==> src/rtl/gesture_arm_sequencer_if.sv <==
// Gesture input and joint-command handshake bundle for the arm sequencer.
// master: the sequencer side; slave: the recognizer/servo environment side.
interface gesture_arm_sequencer_if #(
    parameter int unsigned ANGLE_W = 8
);
    logic               gesture_valid;
    logic [3:0]         finger_count;
    logic               cmd_valid;
    logic               cmd_ready;
    logic [1:0]         cmd_joint;
    logic [ANGLE_W-1:0] cmd_angle;

    modport master (
        input  gesture_valid, finger_count, cmd_ready,
        output cmd_valid, cmd_joint, cmd_angle
    );

    modport slave (
        output gesture_valid, finger_count, cmd_ready,
        input  cmd_valid, cmd_joint, cmd_angle
    );
endinterface

==> src/rtl/gesture_arm_sequencer.sv <==
// Gesture arm sequencer: debounces per-frame finger counts, maps stable
// gestures to joint select / angle step / gripper / home actions, and issues
// one joint-angle command at a time over a valid/ready handshake.
module gesture_arm_sequencer #(
    parameter int unsigned STABLE_FRAMES = 3,
    parameter int unsigned ANGLE_W       = 8,
    parameter int unsigned STEP          = 4,
    parameter int unsigned ANGLE_MIN     = 0,
    parameter int unsigned ANGLE_MAX     = 180,
    parameter int unsigned HOME_ANGLE    = 90,
    parameter int unsigned IDLE_TIMEOUT  = 50000000,
    parameter int unsigned TO_W          = 32
) (
    input  logic                     clk,
    input  logic                     rst_n,
    gesture_arm_sequencer_if.master  bus,
    output logic [1:0]               sel_joint,
    output logic                     gripper_closed,
    output logic                     busy,
    output logic                     drop_pulse
);

    localparam logic [3:0]         SF4    = 4'(STABLE_FRAMES);
    localparam logic [ANGLE_W:0]   STEP_X = (ANGLE_W+1)'(STEP);
    localparam logic [ANGLE_W:0]   MAX_X  = (ANGLE_W+1)'(ANGLE_MAX);
    localparam logic [ANGLE_W:0]   MIN_X  = (ANGLE_W+1)'(ANGLE_MIN);
    localparam logic [ANGLE_W-1:0] STEP_A = ANGLE_W'(STEP);
    localparam logic [ANGLE_W-1:0] MAX_A  = ANGLE_W'(ANGLE_MAX);
    localparam logic [ANGLE_W-1:0] MIN_A  = ANGLE_W'(ANGLE_MIN);
    localparam logic [ANGLE_W-1:0] HOME_A = ANGLE_W'(HOME_ANGLE);
    localparam logic [TO_W-1:0]    TO_LIM = TO_W'(IDLE_TIMEOUT);

    typedef enum logic [1:0] {S_IDLE, S_ISSUE, S_HOME} state_t;

    state_t             state, state_d;
    logic [3:0]         cand, run;
    logic [3:0]         fc_norm, run_inc, run_new;
    logic               same, fire, hand, step_type;
    logic               act_step, act_home, act_sel, act_grip;
    logic               timed_out, go_issue, go_home;
    logic [ANGLE_W-1:0] angle [4];
    logic [ANGLE_W-1:0] cur, ang_up, ang_dn, new_ang;
    logic [ANGLE_W:0]   inc_x;
    logic [1:0]         cmd_joint_q;
    logic [ANGLE_W-1:0] cmd_angle_q;
    logic [TO_W-1:0]    to_cnt;

    assign bus.cmd_joint = cmd_joint_q;
    assign bus.cmd_angle = cmd_angle_q;

    // Debounce decode, action decode, saturating angle arithmetic.
    always_comb begin
        fc_norm   = (bus.finger_count > 4'd5) ? 4'd0 : bus.finger_count;
        same      = (fc_norm == cand);
        run_inc   = (run == 4'hF) ? run : run + 4'd1;
        run_new   = same ? run_inc : 4'd1;
        // Saturated run sitting at the threshold must not re-fire.
        fire      = bus.gesture_valid && (run_new == SF4) && !(same && run == SF4);
        hand      = bus.gesture_valid && (fc_norm != 4'd0);
        step_type = (fc_norm == 4'd2) || (fc_norm == 4'd3);
        act_step  = fire && step_type;
        act_home  = fire && (fc_norm == 4'd5);
        act_sel   = fire && (fc_norm == 4'd1);
        act_grip  = fire && (fc_norm == 4'd4);
        timed_out = (to_cnt == TO_LIM);
        go_issue  = (state == S_IDLE) && act_step;
        go_home   = (state == S_IDLE) && (act_home || (timed_out && !hand));
        cur       = angle[sel_joint];
        inc_x     = {1'b0, cur} + STEP_X;
        ang_up    = (inc_x > MAX_X) ? MAX_A : inc_x[ANGLE_W-1:0];
        ang_dn    = ({1'b0, cur} < MIN_X + STEP_X) ? MIN_A : cur - STEP_A;
        new_ang   = (fc_norm == 4'd2) ? ang_up : ang_dn;
    end

    // FSM state register.
    always_ff @(posedge clk or negedge rst_n) begin
        if (!rst_n) state <= S_IDLE;
        else        state <= state_d;
    end

    // FSM next state and handshake outputs.
    always_comb begin
        state_d       = state;
        bus.cmd_valid = 1'b0;
        busy          = 1'b0;
        case (state)
            S_IDLE: begin
                if (go_issue)     state_d = S_ISSUE;
                else if (go_home) state_d = S_HOME;
            end
            S_ISSUE: begin
                bus.cmd_valid = 1'b1;
                busy          = 1'b1;
                if (bus.cmd_ready) state_d = S_IDLE;
            end
            S_HOME: begin
                bus.cmd_valid = 1'b1;
                busy          = 1'b1;
                if (bus.cmd_ready && cmd_joint_q == 2'd3) state_d = S_IDLE;
            end
            default: state_d = S_IDLE;
        endcase
    end

    // Debounce state, joint angles, command registers, selection, gripper, timer.
    always_ff @(posedge clk or negedge rst_n) begin
        if (!rst_n) begin
            cand           <= '0;
            run            <= '0;
            sel_joint      <= '0;
            gripper_closed <= 1'b0;
            drop_pulse     <= 1'b0;
            cmd_joint_q    <= '0;
            cmd_angle_q    <= HOME_A;
            to_cnt         <= '0;
            for (int unsigned j = 0; j < 4; j++) angle[j] <= HOME_A;
        end else begin
            if (bus.gesture_valid) begin
                cand <= fc_norm;
                run  <= (fire && step_type) ? 4'd0 : run_new;
            end
            drop_pulse <= (act_step || act_home) && (state != S_IDLE);
            if (act_sel)  sel_joint      <= sel_joint + 2'd1;
            if (act_grip) gripper_closed <= ~gripper_closed;
            if (go_issue) begin
                angle[sel_joint] <= new_ang;
                cmd_joint_q      <= sel_joint;
                cmd_angle_q      <= new_ang;
            end else if (go_home) begin
                for (int unsigned j = 0; j < 4; j++) angle[j] <= HOME_A;
                cmd_joint_q <= '0;
                cmd_angle_q <= HOME_A;
            end else if (state == S_HOME && bus.cmd_ready && cmd_joint_q != 2'd3) begin
                cmd_joint_q <= cmd_joint_q + 2'd1;
            end
            if (hand || go_home)   to_cnt <= '0;
            else if (!timed_out)   to_cnt <= to_cnt + 1'b1;
        end
    end

endmodule

==> src/flat_wrapper.sv <==
// flat-port wrapper written by rule: the top's interface ports become plain ports
module gesture_arm_sequencer_flat 
#(
    parameter int unsigned STABLE_FRAMES = 3,
    parameter int unsigned ANGLE_W       = 8,
    parameter int unsigned STEP          = 4,
    parameter int unsigned ANGLE_MIN     = 0,
    parameter int unsigned ANGLE_MAX     = 180,
    parameter int unsigned HOME_ANGLE    = 90,
    parameter int unsigned IDLE_TIMEOUT  = 50000000,
    parameter int unsigned TO_W          = 32
)
  (clk, rst_n, sel_joint, gripper_closed, busy, drop_pulse, bus_gesture_valid, bus_finger_count, bus_cmd_ready, bus_cmd_valid, bus_cmd_joint, bus_cmd_angle);
  gesture_arm_sequencer_if #(.ANGLE_W(ANGLE_W)) bus_i ();
  input  logic clk;
  input  logic rst_n;
  output logic [1:0] sel_joint;
  output logic gripper_closed;
  output logic busy;
  output logic drop_pulse;
  input wire logic [$bits(bus_i.gesture_valid)-1:0] bus_gesture_valid;
  input wire logic [$bits(bus_i.finger_count)-1:0] bus_finger_count;
  input wire logic [$bits(bus_i.cmd_ready)-1:0] bus_cmd_ready;
  output wire logic [$bits(bus_i.cmd_valid)-1:0] bus_cmd_valid;
  output wire logic [$bits(bus_i.cmd_joint)-1:0] bus_cmd_joint;
  output wire logic [$bits(bus_i.cmd_angle)-1:0] bus_cmd_angle;
  assign bus_i.gesture_valid = bus_gesture_valid;
  assign bus_i.finger_count = bus_finger_count;
  assign bus_i.cmd_ready = bus_cmd_ready;
  assign bus_cmd_valid = bus_i.cmd_valid;
  assign bus_cmd_joint = bus_i.cmd_joint;
  assign bus_cmd_angle = bus_i.cmd_angle;
  gesture_arm_sequencer #(.STABLE_FRAMES(STABLE_FRAMES), .ANGLE_W(ANGLE_W), .STEP(STEP), .ANGLE_MIN(ANGLE_MIN), .ANGLE_MAX(ANGLE_MAX), .HOME_ANGLE(HOME_ANGLE), .IDLE_TIMEOUT(IDLE_TIMEOUT), .TO_W(TO_W)) u_core (.clk(clk), .rst_n(rst_n), .bus(bus_i), .sel_joint(sel_joint), .gripper_closed(gripper_closed), .busy(busy), .drop_pulse(drop_pulse));
endmodule
==> config.mk <==
export PLATFORM = sky130hd
export DESIGN_NAME = gesture_arm_sequencer_flat
export DESIGN_NICKNAME = d
export VERILOG_FILES = /design/src/rtl/gesture_arm_sequencer_if.sv /design/src/rtl/gesture_arm_sequencer.sv /design/src/flat_wrapper.sv
export SDC_FILE = /design/constraint.sdc
export NUM_CORES = 1
export LEC_CHECK = 0
export ABC_AREA = 1
export CAP_MARGIN = 30
export CORE_MARGIN = 2
export CORE_UTILIZATION = 30
export CTS_CLUSTER_SIZE = 8
export DETAILED_ROUTE_END_ITERATION = 6
export PLACE_DENSITY = 0.51
export REMOVE_ABC_BUFFERS = 1
export SETUP_SLACK_MARGIN = 0.4
export SLEW_MARGIN = 5
export SYNTH_ARGS = -nofsm -noshare
export SYNTH_HDL_FRONTEND = slang
export SYNTH_SLANG_ARGS = --single-unit
==> constraint.sdc <==
create_clock -name clk -period 3.43 [get_ports clk]
set_clock_uncertainty 0.05 [all_clocks]
set_input_delay 0.686 -clock clk [delete_from_list [all_inputs] [get_ports clk]]
set_output_delay 0.686 -clock clk [all_outputs]
set_load 0.01 [all_outputs]
==> results of run 1 <==
layout by cell type (no fill, tap or decap), types with 6 or more instances in the layout:
cell type        synthesis  layout
dfrtp_1                 68      67
clkdlybuf4s50_1          0      22
nor3_1                  17      17
dfstp_2                 20      20
nand2_1                226     226
a21oi_1                 11      11
clkbuf_16                0       9
buf_4                    2      13
nor2_1                  66      66
o21ai_1                  6       6
inv_2                   12      12
xor2_1                  21      21
ha_1                    14      14
inv_1                   70      70
nand2_4                  5       6
nand2_2                  8       7
o21ai_0                 17      16
nand3_1                 76      76
nand4_1                 19      19
per-stage QoR:
step                      area (µm²)  instances  total power (W)  worst slack [ns]   util
final                           6080        971          0.00415             0.682  0.353
after global routing            6080        971          0.00451             0.410  0.353
after CTS                       6060        971          0.00417             0.440  0.352
after detailed placement        5800        955          0.00322             0.213  0.336
after global placement          5800        955          0.00323             0.232  0.336
after floorplan                 5180        694          0.00259             0.898      -
cell families (layout without fill, tap and decap cells):
| group | Yosys count | after routing | share of synthesized area |
|---|---|---|---|
| fa+ha+maj | 14 | 14 | 0.0332 |
| compound gates | 42 | 42 | 0.0446 |
| flops | 88 | 88 | 0.423 |
| buf+inv | 98 | 138 | 0.0816 |
| xor+xnor | 26 | 26 | 0.0446 |
| simple gates | 438 | 438 | 0.373 |
registers in the layout, summed over array words and instances, names as in the netlist, 2 cells and up:
name / flops
u_core.bus.cmd_joint: 2
u_core.state: 2
u_core.cand: 4
u_core.run: 4
u_core.angle: 32
u_core.sel_joint: 2
u_core.bus.cmd_angle: 8
u_core.to_cnt: 32
worst max path at each step:
| stage | end | slack [ns] | depth (start not counted) |
|---|---|---|---|
| after detailed placement | u_core.to_cnt[26] | 0.21 | 15 |
| after global placement | u_core.to_cnt[26] | 0.23 | 15 |
| after CTS | u_core.bus.cmd_angle[7] | 0.44 | 14 |
| after floorplan | u_core.bus.cmd_angle[0] | 0.90 | 17 |
| after global routing | u_core.angle[1] | 0.41 | 17 |
| final | u_core.angle[9] | 0.68 | 17 |
worst max-delay path, delay by kind of cell, from the launching register on:
family        cells  cell delay, ns
buf+inv           2            0.31
fa+ha+maj         1            0.17
simple gates     13            1.41
xor+xnor          1            0.21
flops             1            0.53
area by class of cell:
type	count	area [µm²]	area share
clock buffer	12	246	0.0405
sequential	88	2230	0.367
timing repair buffer	36	338	0.0556
tap	225	282	0.0463
clock inverter	4	20.0	0.00329
inverter	86	338	0.0556
multi-input combinational	520	2630	0.432
cells in the mapped netlist (all sizes together):
library cell / count / share of area
o22ai: 2 / 0.0036
xnor2: 4 / 0.0066
a21oi: 12 / 0.012
nor4: 4 / 0.0047
xor2: 22 / 0.038
nor3b: 5 / 0.0071
o211ai: 1 / 0.0014
nand3: 79 / 0.079
nor3: 18 / 0.019
o21a: 1 / 0.0014
nor2: 73 / 0.058
o21bai: 1 / 0.0014
o21ai: 24 / 0.023
buf: 11 / 0.017
dfstp: 20 / 0.10
nand2: 239 / 0.18
nand4: 19 / 0.023
nand2b: 1 / 0.0012
clkinv: 3 / 0.0040
clkbuf: 1 / 0.00071
dfrtp: 68 / 0.32
a31oi: 1 / 0.0012
ha: 14 / 0.033
inv: 83 / 0.060
power by group through the flow:
stage	logic (W)	clock network (W)	registers (W)
finish	0.00174	0.000919	0.00150
global placement	0.00172	0	0.00151
global route	0.00199	0.000999	0.00153
floorplan	0.00108	0	0.00151
CTS	0.00172	0.000956	0.00149
detailed placement	0.00171	0	0.00151
per-layer routing:
| metal | vias to the layer above | wire length (µm) | global-route usage |
|---|---|---|---|
| met1 | 2143 | 6610 | 0.215 |
| met4 | 0 | 187 | 0.0521 |
| met3 | 11 | 363 | 0.0259 |
| met5 | - | 0 | 0 |
| met2 | 50 | 5970 | 0.240 |
| li1 | 2334 | - | - |
==> flow_metrics.env, run 1 <==
export IMPL_cts_hold_buffers=0
export IMPL_switchingPower_w=0.00169
export IMPL_num_io_pins=24
export IMPL_overflow=0
export IMPL_clkPwrFrac=0.221
export IMPL_criticalPathCategory="reg2reg"
export IMPL_drc=0
export IMPL_row_count=48
export IMPL_cts_root_buf="clkbuf_16"
export IMPL_core_um2=17200
export IMPL_cp_data_arrival_time_ns=2.99
export IMPL_critPathSlowestCell="dfrtp_2"
export IMPL_finalCriticalPeriod_ns=2.75
export IMPL_antenna_found_initial=0
export IMPL_hold_viol=0
export IMPL_syn_area_per_cell_um2=7.47
export IMPL_grt_pass1_vias=4401
export IMPL_synth_warnings=0
export IMPL_cp_required_ns=3.67
export IMPL_p_comb_frac=0.419
export IMPL_syn_area_um2=5270
export IMPL_start_kind="flop"
export IMPL_netlist_instances=706
export IMPL_tightest_slew_ns=0.587
export IMPL_ctsResizeCount=0
export IMPL_cp_end_kind="flop"
export IMPL_r2r_cells=17
export IMPL_ir_drop_uv=315
export IMPL_synth_seq_cells=88
export IMPL_max_clock_path_buffers=2
export IMPL_slew_headroom=0.605
export IMPL_power_density_nw_per_um2=683
export IMPL_maxCapViolCount=0
export IMPL_vias=4538
export IMPL_initial_utilization=0.306
export IMPL_finalMaxSlewViolations=0
export IMPL_path_clk_slew_ns=0.06
export IMPL_finalWirelength_um=13100
export IMPL_ff2ff_setup_slack_ns=0.68
export IMPL_p_sw_frac=0.408
export IMPL_drt_initial_drc_count=234
export IMPL_rsz0062_at_grt="no"
export IMPL_grt_pass1_wl_um=22200
export IMPL_critPathLaunch="u_core.sel_joint[0]"
export IMPL_n_antenna_cell=0
export IMPL_r2r_end="u_core.angle[9]"
export IMPL_grt_max_degree=89
export IMPL_grt_use_total=0.154
export IMPL_timing_hold_ws_ns=0.316
export IMPL_dieWidth_um=137
export IMPL_cts_buffers=9
export IMPL_fin_crit_sh=0.801
export IMPL_ys_types=41
export IMPL_die_height_um=137
export IMPL_htreeDepth=3
export IMPL_max_freq_mhz=364
export IMPL_area_growth_pct=15.3
export IMPL_nets=763
export IMPL_crit_chain="inv_6, nand2_1, nand3_1, nand2_1, inv_1, ha_1, nand3_1, nor2_2, xor2_1, nand2_1, nand2_1, nand2_1, nand2_2, nand3_1, nand2_1, nand2_1, nand2_1"
export IMPL_regToRegStartpoint="u_core.sel_joint[0]"
export IMPL_setup_viol=0
export IMPL_worstPathMaxFanout=19
export IMPL_outcome="finished, final reports clean"
export IMPL_clock_sinks=88
export IMPL_nFillCells=1832
export IMPL_wl_per_cell_um=13.5
export IMPL_min_path_type="in2async"
export IMPL_drive_gt1_frac=0.125
export IMPL_cts_tree="done"
export IMPL_crit_top_cell="nand2_1"
export IMPL_gp_congestion=0.866
export IMPL_clock_latency_ns=0.35
export IMPL_routed_via_density=4.67
export IMPL_drt_pre_antenna_iters=5
export IMPL_port_buffers=23
export IMPL_dp_hpwl_um=9690
export IMPL_post_cts_buffers=0
export IMPL_p_seq_frac=0.360
export IMPL_ys_seq_area_frac=0.423
export IMPL_dieArea_um2=18600
export IMPL_drtAntennaViolNets=0
export IMPL_setup_tns_final_ns=0
export IMPL_p_leak_nw=2.93
export IMPL_max_stage_delay_ns=0.53
export IMPL_intPower_w=0.00246
(Power assumes the default switching activity.)
==> run 2, diff against run 1 <==
- clock period: 3.43 -> 2.7 ns (I/O delays scaled with it)
==> flow_metrics.env, run 2 (synthesis gave the netlist of run 1 again) <==
export IMPL_maxCapViolCount=0
export IMPL_drt_initial_drc_count=203
export IMPL_cp_num_buf_inv=5
export IMPL_grt_pass1_wl_um=23100
export IMPL_cts_root_buf="clkbuf_16"
export IMPL_clock_latency_ns=0.35
export IMPL_finalCriticalPeriod_ns=2.31
export IMPL_report_power_total_w=0.00650
export IMPL_cp_required_ns=2.93
export IMPL_drive_gt1_frac=0.296
export IMPL_worstPathMaxFanout=8
export IMPL_dp_hpwl_um=10300
export IMPL_crit_chain="clkinv_4, nand2_2, nand3_2, nand2_4, buf_6, ha_4, inv_2, nand2_1, nand2_1, nor2_1, nand3_1, nand2_1, nand2_2, buf_6, nand4_1, nand3_1, o21ai_1, inv_1"
export IMPL_start_kind="flop"
export IMPL_gp_congestion=0.809
export IMPL_area_growth_pct=34.5
export IMPL_dieArea_um2=18600
export IMPL_slew_headroom=0.725
export IMPL_power_density_nw_per_um2=917
export IMPL_outcome="finished, final reports clean"
export IMPL_grt_use_total=0.157
export IMPL_cts_buffers=9
export IMPL_post_dp_cell_area_um2=6150
export IMPL_max_clock_path_buffers=2
export IMPL_cts_tree="done"
export IMPL_dieWidth_um=137
export IMPL_overflow=0
export IMPL_rsz0062_at_grt="yes"
export IMPL_setup_slack_ns=0.388
export IMPL_min_path_type="in2async"
export IMPL_row_count=48
export IMPL_hold_viol=0
export IMPL_max_stage_delay_ns=0.46
export IMPL_grt_pass1_vias=4643
export IMPL_clock_sinks=88
export IMPL_criticalPathCategory="reg2reg"
export IMPL_finalMaxSlewViolations=0
export IMPL_critPathSlowestCell="dfrtp_2"
export IMPL_n_antenna_cell=0
export IMPL_core_um2=17200
export IMPL_htreeDepth=3
export IMPL_initial_utilization=0.306
export IMPL_setup_viol=0
export IMPL_drc=0
export IMPL_nets=827
export IMPL_ir_drop_uv=384
export IMPL_tightest_slew_ns=0.412
export IMPL_pre_cts_ws_ns=-0.0919
export IMPL_routed_via_density=4.61
export IMPL_wl_per_cell_um=13.3
export IMPL_port_buffers=23
export IMPL_p_leak_nw=3.43
export IMPL_drtAntennaViolNets=0
export IMPL_fin_crit_sh=0.856
export IMPL_finalWirelength_um=13700
export IMPL_num_io_pins=24
export IMPL_cp_end_kind="flop"
export IMPL_path_clk_slew_ns=0.07
export IMPL_cp_data_arrival_time_ns=2.54
export IMPL_crit_top_cell="nand2_1"
export IMPL_vias=4773
export IMPL_layout_common_cells="nand2_1, dfrtp_1, nand3_1, inv_1, nor2_1"
export IMPL_final_area_um2=7090
export IMPL_grt_max_degree=73
export IMPL_antenna_found_initial=0
export IMPL_final_common_cell="nand2_1"
export IMPL_timing_hold_ws_ns=0.00314
export IMPL_max_freq_mhz=433
export IMPL_crit_family="simple AND/OR/NAND/NOR gates"
export IMPL_die_height_um=137
export IMPL_drt_pre_antenna_iters=4
[run 2: changes by cell type in the layout (fill, tap and decap cells not counted), sizes merged]
cell / previous run / this run
clkinvlp: 0 / 3
inv: 83 / 85
bufinv: 0 / 1
clkbuf: 12 / 9
buf: 14 / 78
clkdlybuf4s50: 22 / 16
clkinv: 7 / 4
dlymetal6s2s: 0 / 3
dlygate4sd2: 0 / 3
[run 2: worst reg2reg max path, cell delays in order, from the launching register on]
cell,delay (ns)
dfrtp_2,0.46
clkinv_4,0.13
nand2_2,0.06
nand3_2,0.08
nand2_4,0.06
buf_6,0.12
ha_4,0.26
inv_2,0.03
nand2_1,0.04
nand2_1,0.05
nor2_1,0.10
nand3_1,0.08
nand2_1,0.08
nand2_2,0.09
buf_6,0.13
nand4_1,0.14
nand3_1,0.13
o21ai_1,0.09
inv_1,0.05
[run 2: final cells by class]
cell class	count	area (µm²)
clock inverters	7	78.8
inverters	86	348
clock buffers	9	225
flip-flops and latches	88	2230
well taps	225	282
multi-input cells	520	3020
fillers	1738	10100
repair buffers	100	907
[run 2: path summary, 6_finish.rpt]
path | start | cells past startpoint | slack [ns] | endpoint
setup / recovery | u_core.sel_joint[0] | 18 | 0.39 | u_core.bus.cmd_angle[3]
hold / removal | rst_n | 1 | 0.003 | u_core.bus.cmd_angle[5]
setup reg to reg | u_core.sel_joint[0] | 18 | 0.39 | u_core.bus.cmd_angle[3]
hold reg to reg | u_core.angle[2] | 2 | 0.43 | u_core.angle[2]
max in group asynchronous | rst_n | 2 | 1.90 | u_core.bus.cmd_angle[3]
min in group clk | u_core.angle[2] | 2 | 0.43 | u_core.angle[2]
[run 2: what timing repair did]
action | in CTS | in global routing
hold buffers | 0 | 0
endpoints found under the setup margin | 70 | 80
resized for setup | 49 | 94
cloned | 0 | 0
buffers inserted | 14 | 6
pin swaps | 17 | 41
[run 2: metal layers]
layer  global-route usage  share of wire
met1                0.218           0.49
met2                0.254           0.48
met3               0.0215          0.025
met4               0.0457          0.013
met5                    0              0
[run 2: power breakdown]
group	leakage (nW)	internal [W]	switching, W
logic	2.16	0.00145	0.00186
registers	1.13	0.00169	0.000213
clock network	0.139	0.000726	0.000563
total	3.43	0.00386	0.00264
[run 2: metrics by stage]
stage / instances / utilization / TNS [ns]
final: 1035 / 0.411 / 0
after global routing: 1035 / 0.411 / 0
after CTS: 1029 / 0.390 / 0
after detailed placement: 999 / 0.357 / -1.66
after global placement: 999 / 0.357 / -0.0909
after floorplan: 694 / - / 0
==> run 3, diff against run 2 <==
- GPL_TIMING_DRIVEN: not set -> 0
==> flow_metrics.env, run 3 (synthesis gave the netlist of run 1 again) <==
export IMPL_outcome="finished, final reports clean"
export IMPL_antenna_found_initial=0
export IMPL_worstPathMaxFanout=7
export IMPL_tightest_slew_ns=0.594
export IMPL_min_path_type="in2async"
export IMPL_ir_drop_uv=403
export IMPL_power_density_nw_per_um2=902
export IMPL_max_clock_path_buffers=2
export IMPL_cts_tree="done"
export IMPL_num_io_pins=24
export IMPL_report_power_total_w=0.00654
export IMPL_final_common_cell="nand2_1"
export IMPL_dp_hpwl_um=9480
export IMPL_setup_viol=0
export IMPL_route_met3_wl_um=456
export IMPL_slew_headroom=0.604
export IMPL_criticalPathCategory="reg2reg"
export IMPL_grt_pass1_vias=4644
export IMPL_wl_met2_um=7200
export IMPL_start_kind="flop"
export IMPL_grt_use_total=0.163
export IMPL_finalMaxSlewViolations=0
export IMPL_dieWidth_um=137
export IMPL_cp_required_ns=2.94
export IMPL_n_antenna_cell=0
export IMPL_hold_viol=0
export IMPL_dieArea_um2=18600
export IMPL_wl_per_cell_um=14.4
export IMPL_timing_hold_ws_ns=0.0813
export IMPL_top_layer="met4"
export IMPL_initial_utilization=0.306
export IMPL_finalCriticalPeriod_ns=2.38
export IMPL_die_height_um=137
export IMPL_clock_sinks=88
export IMPL_core_um2=17200
export IMPL_final_area_um2=7250
export IMPL_vias=4796
export IMPL_max_freq_mhz=420
export IMPL_dpl_cell_count=943
export IMPL_drc=0
export IMPL_maxCapViolCount=0
export IMPL_drt_initial_drc_count=229
export IMPL_routed_via_density=4.68
export IMPL_final_cells=1025
export IMPL_nets=817
export IMPL_rsz0062_at_grt="yes"
export IMPL_met1Wirelength_um=6800
export IMPL_grt_pass1_wl_um=23600
export IMPL_cp_end_kind="flop"
export IMPL_port_buffers=23
export IMPL_gp_congestion=0.842
export IMPL_setup_tns_final_ns=0
export IMPL_cts_buffers=9
export IMPL_htreeDepth=3
export IMPL_post_dp_cell_area_um2=5710
export IMPL_p_leak_nw=3.41
export IMPL_cp_data_arrival_time_ns=2.62
export IMPL_overflow=0
export IMPL_layout_common_cells="nand2_1, dfrtp_1, inv_1"
export IMPL_clock_latency_ns=0.36
export IMPL_path_clk_slew_ns=0.07
export IMPL_finalWirelength_um=14700
export IMPL_drtAntennaViolNets=0
export IMPL_grt_max_degree=58
export IMPL_fin_crit_sh=0.882
export IMPL_drt_pre_antenna_iters=4
export IMPL_row_count=48
export IMPL_area_growth_pct=37.6
export IMPL_cts_root_buf="clkbuf_16"
export IMPL_drive_gt1_frac=0.305
run 3: cell type report:
| class | count | area (µm²) |
|---|---|---|
| Timing Repair Buffer | 87 | 810 |
| Multi-Input combinational cell | 523 | 3260 |
| Sequential cell | 88 | 2230 |
| Fill cell | 1727 | 9980 |
| Inverter | 86 | 363 |
| Tap cell | 225 | 282 |
| Clock buffer | 9 | 225 |
| Clock inverter | 7 | 78.8 |
run 3: critical path: stages (launching register included):
cell and delay (ns):
dfrtp_4 0.53, buf_12 0.16, buf_6 0.12, nand2_4 0.04, nand3_2 0.07, nand2_4 0.09
inv_2 0.05, ha_4 0.16, nand3_4 0.07, nor2_4 0.05, xor2_2 0.14, nand2_1 0.09
nand2_2 0.12, buf_6 0.11, nand4_1 0.14, nand2_2 0.18, nand2_1 0.07, nand3_1 0.07
run 3: path summary, 6_finish.rpt:
check	startpoint	cells past startpoint	slack (ns)	endpoint
setup / recovery	u_core.sel_joint[0]	17	0.32	u_core.angle[3]
hold / removal	rst_n	1	0.08	u_core.to_cnt[10]
setup reg to reg	u_core.sel_joint[0]	17	0.32	u_core.angle[3]
hold reg to reg	u_core.bus.cmd_angle[0]	2	0.43	u_core.bus.cmd_angle[0]
max in group asynchronous	rst_n	2	1.85	u_core.angle[12]
min in group clk	u_core.bus.cmd_angle[0]	2	0.43	u_core.bus.cmd_angle[0]
run 3: routing by layer:
metal | up-vias | global-route usage
met2 | 68 | 0.267
met4 | 0 | 0.0619
met1 | 2279 | 0.219
met5 | - | 0
li1 | 2432 | -
met3 | 17 | 0.0211
run 3: per-stage QoR:
stage / setup WS (ns) / util
after global placement: -2.39 / 0.330
after floorplan: 0.168 / -
after CTS: 0.291 / 0.383
after global routing: 0.181 / 0.421
final: 0.320 / 0.421
after detailed placement: -0.646 / 0.331
run 3: repair_timing:
item | in CTS | in global routing
pin swaps | 24 | 57
setup buffers | 33 | 30
cloned | 2 | 1
setup endpoints to repair | 77 | 77
hold buffers | 0 | 0
gates resized for setup | 84 | 103
run 3: where the power goes:
part | switching [W] | internal, W
Clock | 0.000587 | 0.000726
Combinational | 0.00199 | 0.00134
Sequential | 0.000215 | 0.00169
Total | 0.00279 | 0.00375
